`src/rtl/uart_transmitter.sv`:
```
// UART transmitter: sends one byte per write as a frame of start, 8 data bits LSB-first,
// even parity and stop. Timing is 16 baud ticks per bit, and every output is registered.
module uart_transmitter #(
  parameter int OVERSAMPLE = 16
) (
  input  logic       clk,
  input  logic       reset,
  input  logic [2:0] baud_select,
  input  logic       Tx_EN,
  input  logic       Tx_WR,
  input  logic [7:0] Tx_DATA,
  output logic       TxD,
  output logic       Tx_BUSY
);

  localparam int OS_W = (OVERSAMPLE > 1) ? $clog2(OVERSAMPLE) : 1;
  localparam logic [OS_W-1:0] OS_LAST = OS_W'(OVERSAMPLE - 1);
  localparam logic [OS_W-1:0] OS_ONE  = OS_W'(1);

  typedef enum logic [2:0] {
    S_IDLE,
    S_START,
    S_DATA,
    S_PARITY,
    S_STOP
  } state_t;

  // Clock divisor per baud sample tick; this must stay identical to the receiver's table.
  function automatic logic [13:0] baud_div(input logic [2:0] sel);
    logic [13:0] div;
    case (sel)
      3'b000:  div = 14'd10417;
      3'b001:  div = 14'd2604;
      3'b010:  div = 14'd651;
      3'b011:  div = 14'd326;
      3'b100:  div = 14'd163;
      3'b101:  div = 14'd81;
      3'b110:  div = 14'd54;
      default: div = 14'd27;
    endcase
    return div;
  endfunction

  state_t            state_q, state_d;
  logic [13:0]       div_last_q, div_last_d;
  logic [13:0]       tick_cnt_q, tick_cnt_d;
  logic [OS_W-1:0]   os_cnt_q, os_cnt_d;
  logic [2:0]        bit_idx_q, bit_idx_d;
  logic [7:0]        shift_q, shift_d;
  logic              parity_q, parity_d;
  logic              txd_q, txd_d;
  logic              busy_q, busy_d;

  logic              tick;
  logic              bit_done;

  assign tick     = (tick_cnt_q == div_last_q);
  assign bit_done = tick && (os_cnt_q == OS_LAST);

  always_comb begin
    state_d    = state_q;
    div_last_d = div_last_q;
    tick_cnt_d = tick_cnt_q;
    os_cnt_d   = os_cnt_q;
    bit_idx_d  = bit_idx_q;
    shift_d    = shift_q;
    parity_d   = parity_q;
    txd_d      = txd_q;
    busy_d     = busy_q;

    if (state_q == S_IDLE) begin
      tick_cnt_d = '0;
      os_cnt_d   = '0;
      bit_idx_d  = '0;
      txd_d      = 1'b1;
      busy_d     = 1'b0;
      if (Tx_WR && Tx_EN) begin
        state_d    = S_START;
        div_last_d = baud_div(baud_select) - 14'd1;
        shift_d    = Tx_DATA;
        parity_d   = ^Tx_DATA;
        txd_d      = 1'b0;
        busy_d     = 1'b1;
      end
    end else if (!Tx_EN) begin
      // Abort: go idle now; TxD/Tx_BUSY return to idle values one edge later from IDLE.
      state_d    = S_IDLE;
      tick_cnt_d = '0;
      os_cnt_d   = '0;
      bit_idx_d  = '0;
    end else begin
      tick_cnt_d = tick ? '0 : tick_cnt_q + 14'd1;
      if (tick) begin
        os_cnt_d = os_cnt_q + OS_ONE;
      end
      if (bit_done) begin
        os_cnt_d = '0;
        case (state_q)
          S_START: begin
            state_d   = S_DATA;
            bit_idx_d = '0;
            txd_d     = shift_q[0];
          end
          S_DATA: begin
            if (bit_idx_q == 3'd7) begin
              state_d = S_PARITY;
              txd_d   = parity_q;
            end else begin
              // shift_q[0] always holds the bit currently on the line
              bit_idx_d = bit_idx_q + 3'd1;
              shift_d   = {1'b0, shift_q[7:1]};
              txd_d     = shift_q[1];
            end
          end
          S_PARITY: begin
            state_d = S_STOP;
            txd_d   = 1'b1;
          end
          S_STOP: begin
            state_d = S_IDLE;
            txd_d   = 1'b1;
            busy_d  = 1'b0;
          end
          default: begin
            state_d = S_IDLE;
          end
        endcase
      end
    end
  end

  always_ff @(posedge clk or negedge reset) begin
    if (!reset) begin
      state_q    <= S_IDLE;
      div_last_q <= '0;
      tick_cnt_q <= '0;
      os_cnt_q   <= '0;
      bit_idx_q  <= '0;
      shift_q    <= '0;
      parity_q   <= 1'b0;
      txd_q      <= 1'b1;
      busy_q     <= 1'b0;
    end else begin
      state_q    <= state_d;
      div_last_q <= div_last_d;
      tick_cnt_q <= tick_cnt_d;
      os_cnt_q   <= os_cnt_d;
      bit_idx_q  <= bit_idx_d;
      shift_q    <= shift_d;
      parity_q   <= parity_d;
      txd_q      <= txd_d;
      busy_q     <= busy_d;
    end
  end

  assign TxD     = txd_q;
  assign Tx_BUSY = busy_q;

endmodule

```
`config.mk`:
```
export PLATFORM = sky130hd
export DESIGN_NAME = uart_transmitter
export DESIGN_NICKNAME = d
export VERILOG_FILES = /design/src/rtl/uart_transmitter.sv
export SDC_FILE = /design/constraint.sdc
export NUM_CORES = 1
export LEC_CHECK = 0
export CORE_MARGIN = 8
export CORE_UTILIZATION = 63
export DETAILED_ROUTE_END_ITERATION = 10
export PLACE_DENSITY = 0.95
export SKIP_LAST_GASP = 1
export SLEW_MARGIN = 20
export SYNTH_ARGS = -nofsm -noshare
export SYNTH_HDL_FRONTEND = slang
export SYNTH_SLANG_ARGS = --single-unit
```
`constraint.sdc`:
```
create_clock -name clk -period 6.1 [get_ports clk]
set_clock_uncertainty 0.2 [all_clocks]
set_input_delay 1.22 -clock clk [delete_from_list [all_inputs] [get_ports clk]]
set_output_delay 1.22 -clock clk [all_outputs]
set_load 0.01 [all_outputs]
```
==> results.py <==
metrics = {
    "status": {
        "status": "finished clean",
    },
    "worst_setup_path": {
        "crit_required_ps": 6080,
        "setup.worst_path.start_class": "primary input",
        "worstRegToRegCells": 6,
        "worst-setup-path-type": "in -> reg",
        "crit_fanout": 8,
        "critPathArrivalTime_ps": 3300,
        "worst_setup_path_end_kind": "register",
    },
    "sta": {
        "post-route-period-util_pct": 54.33,
        "slew_headroom_pct": 59.72,
        "grt_setup_unrepaired": "false",
        "final_period_minus_worst_setup_slack_ps": 3314,
        "fin_tns_setup_ps": 0,
        "achievable-frequency_ghz": 0.3018,
        "timing.final.max_slew_violations": 0,
        "finalHoldViolCount": 0,
        "timing.final.setup_violations": 0,
        "worstMarginPinSlew_ps": 604.3,
    },
    "floorplanning": {
        "core_area_um2": 4029,
        "dieArea_um2": 6558,
        "die_span_y_um": 80.98,
        "chipWidth_um": 80.98,
        "initial_core_util_pct": 66.02,
        "num_io_pins": 17,
        "std_cell_rows": 23,
    },
    "logic_synthesis": {
        "synth.avg_cell_area_um2": 10.00,
        "syn-num-nets": 286,
        "synthFlopType": "dfrtp_1",
        "postSynthRegisterBits": 49,
        "synth_warnings": 0,
        "syn_inst": 266,
        "synth_area_um2": 2660,
        "proportion_of_register_bits_with_asynchronous_set_or_reset_after_synthesis_pct": 100.0,
        "yosysSeqAreaShare_pct": 46.14,
        "netlist-cell-type-count": 42,
        "edff_count_synth": 0,
    },
    "global_routing": {
        "antenna_found_initial": 0,
        "globalRouteTotalUtil_pct": 18.33,
        "globalRouteOverflowTotal": 0,
        "grt_start_max_net_pins": 50,
        "grt_pass1_wl_um": 9453,
        "via_count_of_the_first_global_routing_pass": 1999,
    },
    "placed_design": {
        "place.detailed.hpwl_um": 3675,
        "port-buffer-count": 16,
        "gp_routability_congestion": 0.8056,
        "dp_cells": 320,
        "dpl_cell_area_um2": 2830,
    },
    "clock_tree": {
        "hold_buffers": 0,
        "post_cts.repair.setup_buffers": 0,
        "clk_path_buf_depth": 2,
        "cts_root_buf": "clkbuf_8",
        "clkSlewWorstSetupHoldPaths_ps": 80,
        "clock_sink_count": 49,
        "cts_max_level": 2,
        "tritoncts.num_buffers": 5,
        "cts.repair.resized": 0,
        "clkLatencyLatePin_ps": 300,
        "cts_tree": "built",
    },
    "layout": {
        "layout_commonest_cell": "dfrtp_1",
        "stdcell_count": 328,
        "drive_above_1_share_pct": 12.23,
        "syn2layout_area_growth_pct": 10.30,
        "antenna_cells_inserted": 0,
        "post_route_cell_area_um2": 2934,
        "finalNetCount": 297,
        "layout_common_cells": "48 x dfrtp_1, 27 x nand2_1, 22 x xnor2_1, 22 x nor2_1, 15 x clkdlybuf4s50_1",
    },
    "pwr": {
        "seqPwrFrac_pct": 53.6,
        "power.net_switching_uw": 191.6,
        "power.share.combinational_pct": 16.9,
        "power.switching_fraction_pct": 27.27,
        "static_leakage_uw": 0.001262,
        "peak_ir_drop_on_the_vdd_network_mv": 0.1645,
        "p_per_area_nw_per_um2": 239.4,
        "total_power_uw": 702.5,
        "p_clk_share_pct": 29.5,
        "internal_power_consumption_uw": 510.9,
    },
    "detailed_routing": {
        "vias": 2011,
        "drtIter0Drc": 110,
        "detail_route.drc_violations": 0,
        "finalWirelength_um": 5531,
        "antenna_violating_nets_post_route": 0,
        "drt_pass1_iterations": 4,
        "vias_per_cell": 6.131,
        "wire_per_inst_um": 16.86,
    },
    "min_path": {
        "hold_path.class": "reg -> reg",
        "number_of_cells_on_the_worst_hold_path": 2,
    },
    "flow_run": {
        "cap_viol_max_count": 0,
    },
}
through the flow:
step                      hold WS [ps]  utilization, %  setup slack (ps)
after global routing             337.1           72.83              2622
after detailed placement         272.3           70.25              2604
after floorplan                  248.5               -              3151
after CTS                        305.4           72.76              2827
final                            309.2           72.83              2786
after global placement           265.4           70.25              2707
cell type report:
| class | instances | area, µm² |
|---|---|---|
| clock buffer | 7 | 96.34 |
| clock inverter | 1 | 5.005 |
| fill | 276 | 1095 |
| inverter | 8 | 30.03 |
| multi-input combinational | 196 | 1348 |
| sequential | 49 | 1227 |
| tap | 50 | 62.56 |
| timing repair buffer | 17 | 165.2 |
registers in the layout, indices dropped and copies added (netlist names):
name / flops
div_last_q: 14
tick_cnt_q: 14
shift_q: 8
os_cnt_q: 4
bit_idx_q: 3
state_q: 3
TxD: 1
Tx_BUSY: 1
parity_q: 1
Yosys cell counts, types with 2 or more instances:
master,count,area [µm²]
dfrtp_1,48,1201
nand2_1,27,101.4
nor2_1,22,82.58
xnor2_1,22,192.7
o21ai_0,14,70.07
nand3_1,13,65.06
xor2_1,11,96.34
a21oi_1,10,50.05
clkbuf_1,10,37.54
inv_1,8,30.03
o221a_2,7,78.83
or2_2,7,43.79
ha_1,5,62.56
mux2i_1,5,50.05
nand4_1,5,31.28
or3_1,5,31.28
and3_1,4,25.02
nor2b_1,4,25.02
a211oi_1,3,22.52
nor3_1,3,15.01
o31ai_1,3,22.52
a21o_1,2,15.01
a22oi_1,2,15.01
and2_1,2,12.51
and4_1,2,17.52
buf_2,2,10.01
mux2_2,2,22.52
nand2b_1,2,12.51
o211ai_1,2,15.01
o22ai_2,2,25.02
final timing paths:
kind,startpoint,to,slack [ps]
worst min register to register,div_last_q[11]$_DFFE_PN0P_,div_last_q[11]$_DFFE_PN0P_,310
worst min-delay path,div_last_q[11]$_DFFE_PN0P_,div_last_q[11]$_DFFE_PN0P_,310
max in group asynchronous,reset,div_last_q[3]$_DFFE_PN0P_,4570
min in group asynchronous,reset,div_last_q[13]$_DFFE_PN0P_,720
worst max register to register,state_q[1]$_DFFE_PN0P_,shift_q[6]$_DFFE_PN0P_,3660
worst max-delay path,baud_select[0],div_last_q[4]$_DFFE_PN0P_,2790
layer usage:
metal  global-route usage, %  up-vias  share of wire [%]
met5                       0        -                  0
met4                   9.107        0                2.7
met3                   2.980       16                3.8
met2                   28.71       66                 48
met1                   24.16      972                 45
li1                        -      957                  -
worst max-delay path: stages:
cell	delay, ps
clkdlybuf4s50_1	630
inv_1	160
o21ai_0	330
ha_1	310
nor2_1	50
o21ai_0	150
o21ai_0	150
mux2_2	290
kinds of logic after synthesis:
| group | after synthesis | synth area share, % |
|---|---|---|
| AOI/OAI and AO/OA | 50 | 14.06 |
| xor gates and xnor gates | 33 | 10.87 |
| adders and majority gates | 5 | 2.352 |
| buffers and inverters | 21 | 3.199 |
| DFF | 49 | 46.14 |
| muxes | 7 | 2.728 |
| and+or+nand+nor | 101 | 20.65 |
power groups by stage:
stage / sequential [µW] / combinational [µW] / clock (µW)
detailed placement: 381 / 115 / 0
global placement: 380 / 111 / 0
CTS: 377 / 119 / 210
global route: 380 / 131 / 219
finish: 377 / 118 / 207
floorplan: 374 / 82.8 / 0
(Power assumes the default switching activity.)
